<file path="src/rtl/fifo_drain_pkg.sv">
// fifo_sram drain stage: shared types, skid depth and counter width.
// Used by fifo_drain_skid and fifo_sram_drain.
package fifo_drain_pkg;

  typedef enum logic {
    S_HDR     = 1'b0,
    S_PAYLOAD = 1'b1
  } state_t;

  localparam int SKID_DEPTH = 2;
  localparam int CNT_W      = 32;
  localparam int OCC_W      = $clog2(SKID_DEPTH + 1);

  // Module headers keep ctrl != 0; the first ctrl == 0 word opens the payload.
  function automatic state_t next_state(state_t s, logic ctrl_nz);
    next_state = s;
    unique case (s)
      S_HDR:     if (!ctrl_nz) next_state = S_PAYLOAD;
      S_PAYLOAD: if (ctrl_nz)  next_state = S_HDR;
    endcase
  endfunction

  function automatic logic is_eop(state_t s, logic ctrl_nz);
    return (s == S_PAYLOAD) && ctrl_nz;
  endfunction

endpackage

</file>
<file path="src/rtl/fifo_drain_skid.sv">
// Two-entry skid buffer that absorbs registered FIFO read data.
// Head reads as zero while empty.
module fifo_drain_skid
  import fifo_drain_pkg::*;
#(
  parameter int W = 72
) (
  input  logic             clk,
  input  logic             reset_n,
  input  logic             push,
  input  logic [W-1:0]     din,
  input  logic             pop,
  output logic [OCC_W-1:0] occ,
  output logic [W-1:0]     head
);

  logic [W-1:0]     mem0;
  logic [W-1:0]     mem1;
  logic [OCC_W-1:0] cnt;
  logic             do_push;
  logic             do_pop;

  assign do_pop  = pop & (cnt != '0);
  assign do_push = push & (do_pop | (cnt < OCC_W'(SKID_DEPTH)));

  always_ff @(posedge clk) begin
    if (!reset_n) begin
      cnt  <= '0;
      mem0 <= '0;
      mem1 <= '0;
    end else begin
      unique case ({do_push, do_pop})
        2'b10: begin
          if (cnt == '0) mem0 <= din;
          else           mem1 <= din;
          cnt <= cnt + OCC_W'(1);
        end
        2'b01: begin
          mem0 <= mem1;
          cnt  <= cnt - OCC_W'(1);
        end
        2'b11: begin
          if (cnt == OCC_W'(1)) begin
            mem0 <= din;
          end else begin
            mem0 <= mem1;
            mem1 <= din;
          end
        end
        default: ;
      endcase
    end
  end

  assign occ  = cnt;
  assign head = (cnt != '0) ? mem0 : '0;

endmodule

</file>
<file path="src/rtl/fifo_sram_drain.sv">
// Read stage for fifo_sram: reb issue, skid buffer, packet framing.
// Define FIFO_DRAIN_STATS_EN to build the pkt_count/word_count registers.
module fifo_sram_drain
  import fifo_drain_pkg::*;
#(
  parameter int DATA_WIDTH = 64,
  parameter int CTRL_WIDTH = DATA_WIDTH / 8
) (
  input  logic                  clk,
  input  logic                  reset_n,
  input  logic                  drain_en,
  input  logic [DATA_WIDTH-1:0] fifo_data,
  input  logic [CTRL_WIDTH-1:0] fifo_ctrl,
  input  logic                  fifo_empty,
  input  logic                  fifo_stall,
  output logic                  reb,
  output logic [DATA_WIDTH-1:0] out_data,
  output logic [CTRL_WIDTH-1:0] out_ctrl,
  output logic                  out_wr,
  input  logic                  out_rdy,
  output logic                  in_pkt,
  output logic [CNT_W-1:0]      pkt_count,
  output logic [CNT_W-1:0]      word_count
);

  localparam int W = DATA_WIDTH + CTRL_WIDTH;

  logic [OCC_W-1:0] occ;
  logic [W-1:0]     head;
  logic             inflight;
  logic [2:0]       pend;
  logic             room;
  logic             allow;

  state_t state;
  state_t state_nxt;
  state_t f_state;
  state_t f_state_nxt;
  logic   f_open;
  logic   f_open_nxt;

  fifo_drain_skid #(
    .W(W)
  ) u_skid (
    .clk    (clk),
    .reset_n(reset_n),
    .push   (inflight),
    .din    ({fifo_ctrl, fifo_data}),
    .pop    (out_wr),
    .occ    (occ),
    .head   (head)
  );

  assign out_ctrl = head[W-1:DATA_WIDTH];
  assign out_data = head[DATA_WIDTH-1:0];

  // The word leaving this cycle frees a slot, so streaming stays back-to-back.
  assign pend  = {1'b0, occ} + {2'b00, inflight};
  assign room  = pend < (3'd2 + {2'b00, out_wr});
  // With drain_en low, only fetch while the open packet's EOP is still unseen.
  assign allow = drain_en | (f_open & !inflight);

  always_ff @(posedge clk) begin
    if (!reset_n) begin
      inflight <= 1'b0;
      state    <= S_HDR;
      f_state  <= S_HDR;
      f_open   <= 1'b0;
    end else begin
      inflight <= reb;
      state    <= state_nxt;
      f_state  <= f_state_nxt;
      f_open   <= f_open_nxt;
    end
  end

  always_comb begin
    out_wr      = 1'b0;
    reb         = 1'b0;
    state_nxt   = state;
    f_state_nxt = f_state;
    f_open_nxt  = f_open;
    out_wr = reset_n & out_rdy & (occ != '0);
    reb    = reset_n & !fifo_empty & !fifo_stall & room & allow;
    if (out_wr) state_nxt = next_state(state, |out_ctrl);
    if (inflight) begin
      f_state_nxt = next_state(f_state, |fifo_ctrl);
      unique case (1'b1)
        (f_state == S_HDR):     f_open_nxt = 1'b1;
        (f_state == S_PAYLOAD): f_open_nxt = !(|fifo_ctrl);
      endcase
    end
  end

  assign in_pkt = f_open | (occ != '0) | inflight;

`ifdef FIFO_DRAIN_STATS_EN
  logic             eop_pop;
  logic [CNT_W-1:0] pkt_q;
  logic [CNT_W-1:0] word_q;

  assign eop_pop = out_wr & is_eop(state, |out_ctrl);

  always_ff @(posedge clk) begin
    if (!reset_n) begin
      pkt_q  <= '0;
      word_q <= '0;
    end else begin
      if (out_wr)  word_q <= word_q + CNT_W'(1);
      if (eop_pop) pkt_q  <= pkt_q + CNT_W'(1);
    end
  end

  assign pkt_count  = pkt_q;
  assign word_count = word_q;
`else
  assign pkt_count  = '0;
  assign word_count = '0;
`endif

endmodule
</file>
<file path="config.mk">
export PLATFORM = sky130hd
export DESIGN_NAME = fifo_sram_drain
export DESIGN_NICKNAME = d
export VERILOG_FILES = /design/src/rtl/fifo_drain_pkg.sv /design/src/rtl/fifo_drain_skid.sv /design/src/rtl/fifo_sram_drain.sv
export SDC_FILE = /design/constraint.sdc
export NUM_CORES = 1
export LEC_CHECK = 0
export CELL_PAD_IN_SITES_DETAIL_PLACEMENT = 2
export CELL_PAD_IN_SITES_GLOBAL_PLACEMENT = 2
export CORE_UTILIZATION = 30
export DETAILED_ROUTE_END_ITERATION = 10
export PLACE_DENSITY_LB_ADDON = 0.1
export SLEW_MARGIN = 20
export SYNTH_ARGS = -nofsm -noshare
export SYNTH_HDL_FRONTEND = slang
export SYNTH_SLANG_ARGS = --single-unit
</file>
<file path="constraint.sdc">
create_clock -name clk -period 7.35 [get_ports clk]
set_input_delay 1.1025 -clock clk [delete_from_list [all_inputs] [get_ports clk]]
set_output_delay 1.1025 -clock clk [all_outputs]
set_load 0.005 [all_outputs]
</file>
* After elaboration in Yosys (flattened, before gate mapping)
Index checks and enable logic that the tools add are counted.
** Word-level totals
- Bits in registers :: 149
- Input bits :: 78
** Operators by class
- $add $sub $neg :: 4
- Magnitude comparators :: 2
- Eq/ne operators :: 7
- Mux-type cells :: 10
- Bitwise logic cells :: 14
- Reductions and logical operators :: 12
** Operators with widths (number)
- 72-bit two-way mux :: 5
- 72-bit case mux with 3 select lines :: 1
- 72-bit case mux with 2 select lines :: 1
- 1-bit bitwise AND :: 9
- 8-bit OR reduction :: 1
- 2-bit nonzero test :: 3
- 2-bit by 1-bit == test with 1-bit output, second input constant :: 2
- 2-bit == test, second input constant :: 2
- 1-bit zero test :: 4
- 2-bit inequality test, second input constant :: 2
- 1-bit bitwise OR :: 4
- 2-bit case mux with 2 select lines :: 1
- 2-bit by 1-bit adder with 3-bit output :: 1
- 2-bit by 1-bit adder with 3-bit output, first input constant :: 1
- 3-bit less-than comparator :: 1
- 3-bit AND reduction :: 1
- 3-bit nonzero test :: 1
- 2-bit by 1-bit adder with 2-bit output, second input constant :: 1
- 2-bit zero test :: 1
- 2-bit less-than comparator, second input constant :: 1
- 2-bit by 1-bit inequality test with 1-bit output, second input constant :: 1
- 1-bit case mux with 2 select lines :: 1
- 2-bit AND reduction :: 1
- 2-bit by 1-bit subtractor with 2-bit output, second input constant :: 1
- other kinds (2) :: 2

* Longest topological paths before layout
- Word-level depth :: 8
- Mapped depth :: 13
- Depth with buffers taken out :: 9

* Hierarchy
Synthesis repeated with hierarchy kept, for this count alone.
** Second synthesis, totals
- Cell total of the unflattened synthesis :: 969
- Area, all modules :: 8211.6 sq um
** By module, submodules not included
- fifo_drain_skid :: instances 1, cells each 883, area an instance 7536.0 sq um, seq. area each 2922.8 sq um
- fifo_sram_drain :: instances 1, cells each 86, area an instance 675.6 sq um, seq. area each 60.1 sq um

* Worst setup path before layout
OpenSTA, ideal clock, no wires.
- Kind :: input-to-reg
- From :: in reset_n
- To :: reg u_skid.mem1[17]
- Setup time :: 0.124 ns
- Arrival :: 2.920 ns
- Data required time :: 7.226 ns
- Slack :: 4.306 ns
- Stages on the path :: 11
- Path buffers :: 4
- Path through :: nand3b_1 buf_4 clkbuf_1 nand2_1 and2_1 ha_1 or2_2 clkbuf_1 buf_1 nand3_1 a21boi_0
** Between the ends
- Word-level cells in the longest chain between the ends :: 8
- Elaborated cells on any way between the ends :: 12
- Classes of those cells :: 4 x eq/ne; 1 x mux; 5 x bitwise; 2 x reduce/logical
** Ends and longest elaborated chain
- from (decl) :: RTL line fifo_sram_drain.sv:10 : input logic reset_n,
- 1-bit bitwise AND (2 in a row) :: RTL line fifo_sram_drain.sv:83 : out_wr = reset_n & out_rdy & (occ != '0);
- 1-bit bitwise AND :: RTL line fifo_drain_skid.sv:23 : assign do_pop = pop & (cnt != '0);
- 1-bit bitwise OR :: RTL line fifo_drain_skid.sv:24 : assign do_push = push & (do_pop | (cnt < OCC_W'(SKID_DEPTH)));
- 1-bit bitwise AND :: RTL line fifo_drain_skid.sv:24
- 2-bit == test :: RTL line fifo_drain_skid.sv:32 : unique case ({do_push, do_pop})
- 2-bit inequality test (no source line) or 2-bit nonzero test (tied branches)
- 3-bit AND reduction (no source line)
- to (signal assigned) :: RTL line fifo_drain_skid.sv:35 : else mem1 <= din;
- to (signal assigned) :: RTL line fifo_drain_skid.sv:47 : mem1 <= din;
- to (decl) :: RTL line fifo_drain_skid.sv:18 : logic [W-1:0] mem1;
Several ways; a longest one is shown, not always the timed one.
A chain may end at the register's enable or synchronous reset.

* Worst setup path after layout
- From :: in out_rdy
- To :: out reb
** Between the ends
- Word-level cells in the longest chain between the ends :: 6
** Ends and longest elaborated chain
- from (decl) :: RTL line fifo_sram_drain.sv:20 : input logic out_rdy,
- 1-bit bitwise AND (2 in a row) :: RTL line fifo_sram_drain.sv:83
- 2-bit by 1-bit adder with 3-bit output :: RTL line fifo_sram_drain.sv:59 : assign room = pend < (3'd2 + {2'b00, out_wr});
- 3-bit less-than comparator :: RTL line fifo_sram_drain.sv:59
- 1-bit bitwise AND (2 in a row) :: RTL line fifo_sram_drain.sv:84 : reb = reset_n & !fifo_empty & !fifo_stall & room & allow;
- to (decl) :: RTL line fifo_sram_drain.sv:16 : output logic reb,
Every way passes these cells.

==> results.yml <==
power:
  p_sw_frac: 0.265
  power_frac_seq: 0.429
  clockPowerShare: 0.461
  finalPower_uw: 2010
  peakVddDrop_uv: 117
  p_switching_uw: 533
  p_leak_uw: 0.00334
  cellInternalPower_uw: 1480
  p_comb_frac: 0.110
  powerDensity_nw_per_um2: 203
clock_network:
  clk_path_buf_depth: 2
  ctsRootBufferMaster: "clkbuf_16"
  cts_resized: 0
  clk_latency_ns: 0.43
  cts_made_buffers: 17
  cts_tree: "yes"
  post_cts_buffers: 0
  htreeDepth: 4
  clk_pin_slew_ns: 0.07
  ctsHoldBuffers: 0
  clock-sinks: 149
synth:
  synth.distinct_cells: 32
  synth_top_area_frac: 0.377
  synth_seq_cells: 149
  synth_area_sq_um: 7910
  synth_edf_count: 0
  ys_warn_count: 0
  synth_cells: 951
  synth.avg_cell_area_sq_um: 8.32
  synth_top_area_cell: "dfxtp_1"
  synth_area_leaders: "dfxtp_1 38%, o21ai_0 9.3%, o211ai_1 6.8%"
  synthArstFlopShare: 0
  yosysSeqAreaShare: 0.377
  yosys_most_used_dff: "dfxtp_1"
layout:
  mostFrequentLayoutCells: "151 x clkdlybuf4s50_1, 149 x dfxtp_1, 147 x o21ai_0"
  antenna_cells: 0
  layout_commonest_cell: "clkdlybuf4s50_1"
  finalNetCount: 1107
  drive_above_1_share: 0.0580
  area_growth_pct: 25.0
  instances_no_fill: 1369
worst_setup_path:
  cp_cell_sequence: "clkdlybuf4s50_1, nand3b_1, buf_4, o21ai_0, o211a_1, clkdlybuf4s50_1"
  cp-end-kind: "primary output"
  worstSetupPathType: "in -> out"
  slowest_delay_ns: 0.49
  r2r_slack_ns: 3.83
  start_kind: "input pin"
  required_ns: 6.25
  crit_fanout: 19
  crit_top_cell: "clkdlybuf4s50_1"
  critical_path.top_delay_family: "buffers and inverters"
  critPathSlowestCell: "clkdlybuf4s50_1"
  critPathBufInv: 3
  arrival_ns: 2.85
place:
  pre_cts_slack_ns: 2.87
  place_inst: 1336
  hpwl_um: 16200
  port_buffers: 152
  routabilityCongestion: 0.688
timing:
  rsz0062_at_grt: "false"
  setup_slack_ns: 3.39
  finalCriticalPeriod_ns: 3.96
  fmax_mhz: 253
  report.final.hold_viol_count: 0
  slew_viol_final: 0
  finalCritPeriodShare: 0.538
  max_slew_margin: 0.310
  finalSetupViolCount: 0
  skew_ns: 0.0104
  setup_tns_ns: 0
  worst_slew_pin_slew_ns: 1.04
die:
  dieHeight_um: 164
  core_area_sq_um: 26000
  rows: 59
  start_util: 0.305
  dieWidth_um: 164
  ios: 217
  die_area_sq_um: 27000
global_route:
  grt_overflow: 0
  track_usage: 0.211
  grt_start_max_net_pins: 103
  grt_pass1_vias: 7951
  antenna_found_initial: 0
  grt_pass1_wl_um: 44500
route:
  drc: 0
  wl_per_cell_um: 20.7
  via_per_inst: 5.48
  dr.pass1.iters: 6
  vias: 7508
  drt-total-wl_um: 28400
  ant_nets: 0
  drt_iter0_drc: 335
hold_path:
  min_path_type: "reg -> reg"
run_status:
  outcome: "finished, final reports clean"
run:
  max_cap_viol_count: 0
[per-stage QoR]
step / cell area [sq um] / hold slack (ns) / util
global route: 9890 / 0.488 / 0.381
detailed placement: 9260 / 0.457 / 0.356
global placement: 9240 / 0.444 / 0.356
CTS: 9870 / 0.476 / 0.380
floorplan: 8150 / 0.424 / -
finish: 9890 / 0.467 / 0.381
[path summary, 6_finish.rpt]
| kind | startpoint | to | depth (start not counted) |
|---|---|---|---|
| setup / recovery | out_rdy | reb | 6 |
| hold / removal | f_state | f_open | 1 |
| setup reg to reg | u_skid.occ[1] | u_skid.mem0[0] | 9 |
| hold reg to reg | f_state | f_open | 1 |
[synth_stat cells (7+ instances only)]
cell / number
buf_6: 7
dfxtp_1: 149
nand3_1: 73
ha_1: 8
clkbuf_1: 86
buf_2: 18
a21boi_1: 17
a21boi_0: 56
nor2b_1: 74
buf_4: 65
o31ai_1: 72
o211ai_1: 72
a31oi_1: 73
o21ai_0: 147
[cells by family after synthesis]
logic type / share of synthesized area
adders and majority gates: 0.0127
other: 0.000474
xor gates and xnor gates: 0.00221
DFF: 0.377
AOI/OAI and AO/OA: 0.362
buffers and inverters: 0.128
and+or+nand+nor: 0.118
[worst reg2reg max path: cells and delay by family (launching register included)]
family	cells	cell delay (ns)
simple gates	2	0.84
compound gates	1	0.17
fa+ha+maj	1	0.17
flops	1	0.40
buf+inv	5	1.80
[power by group through the flow]
stage / Sequential, uW / Combinational (uW) / Clock (uW)
floorplan: 872 / 149 / 0
global placement: 880 / 219 / 0
detailed placement: 880 / 222 / 0
CTS: 862 / 223 / 950
global route: 866 / 244 / 980
finish: 862 / 221 / 926
[flip-flops by register name, indices dropped and copies added (netlist names)]
| name | flops |
|---|---|
| f_state | 1 |
| inflight | 1 |
| u_skid.occ | 2 |
| u_skid.mem1 | 72 |
| f_open | 1 |
| u_skid.mem0 | 72 |
[layout make-up]
type | instances | area [sq um]
inverters | 3 | 13.8
flip-flops and latches | 149 | 2980
clock inverters | 14 | 180
clock buffers | 18 | 429
repair buffers | 169 | 1670
fillers | 2894 | 16100
multi-input cells | 681 | 4190
well taps | 335 | 419
[layer usage]
layer	routed length (um)	track usage	part of all wire
met4	448	0.0667	0.016
met3	1040	0.0291	0.037
met5	0	0	0
met1	13000	0.271	0.46
met2	13900	0.365	0.49
No activity file was read; power rests on OpenSTA's default activity.
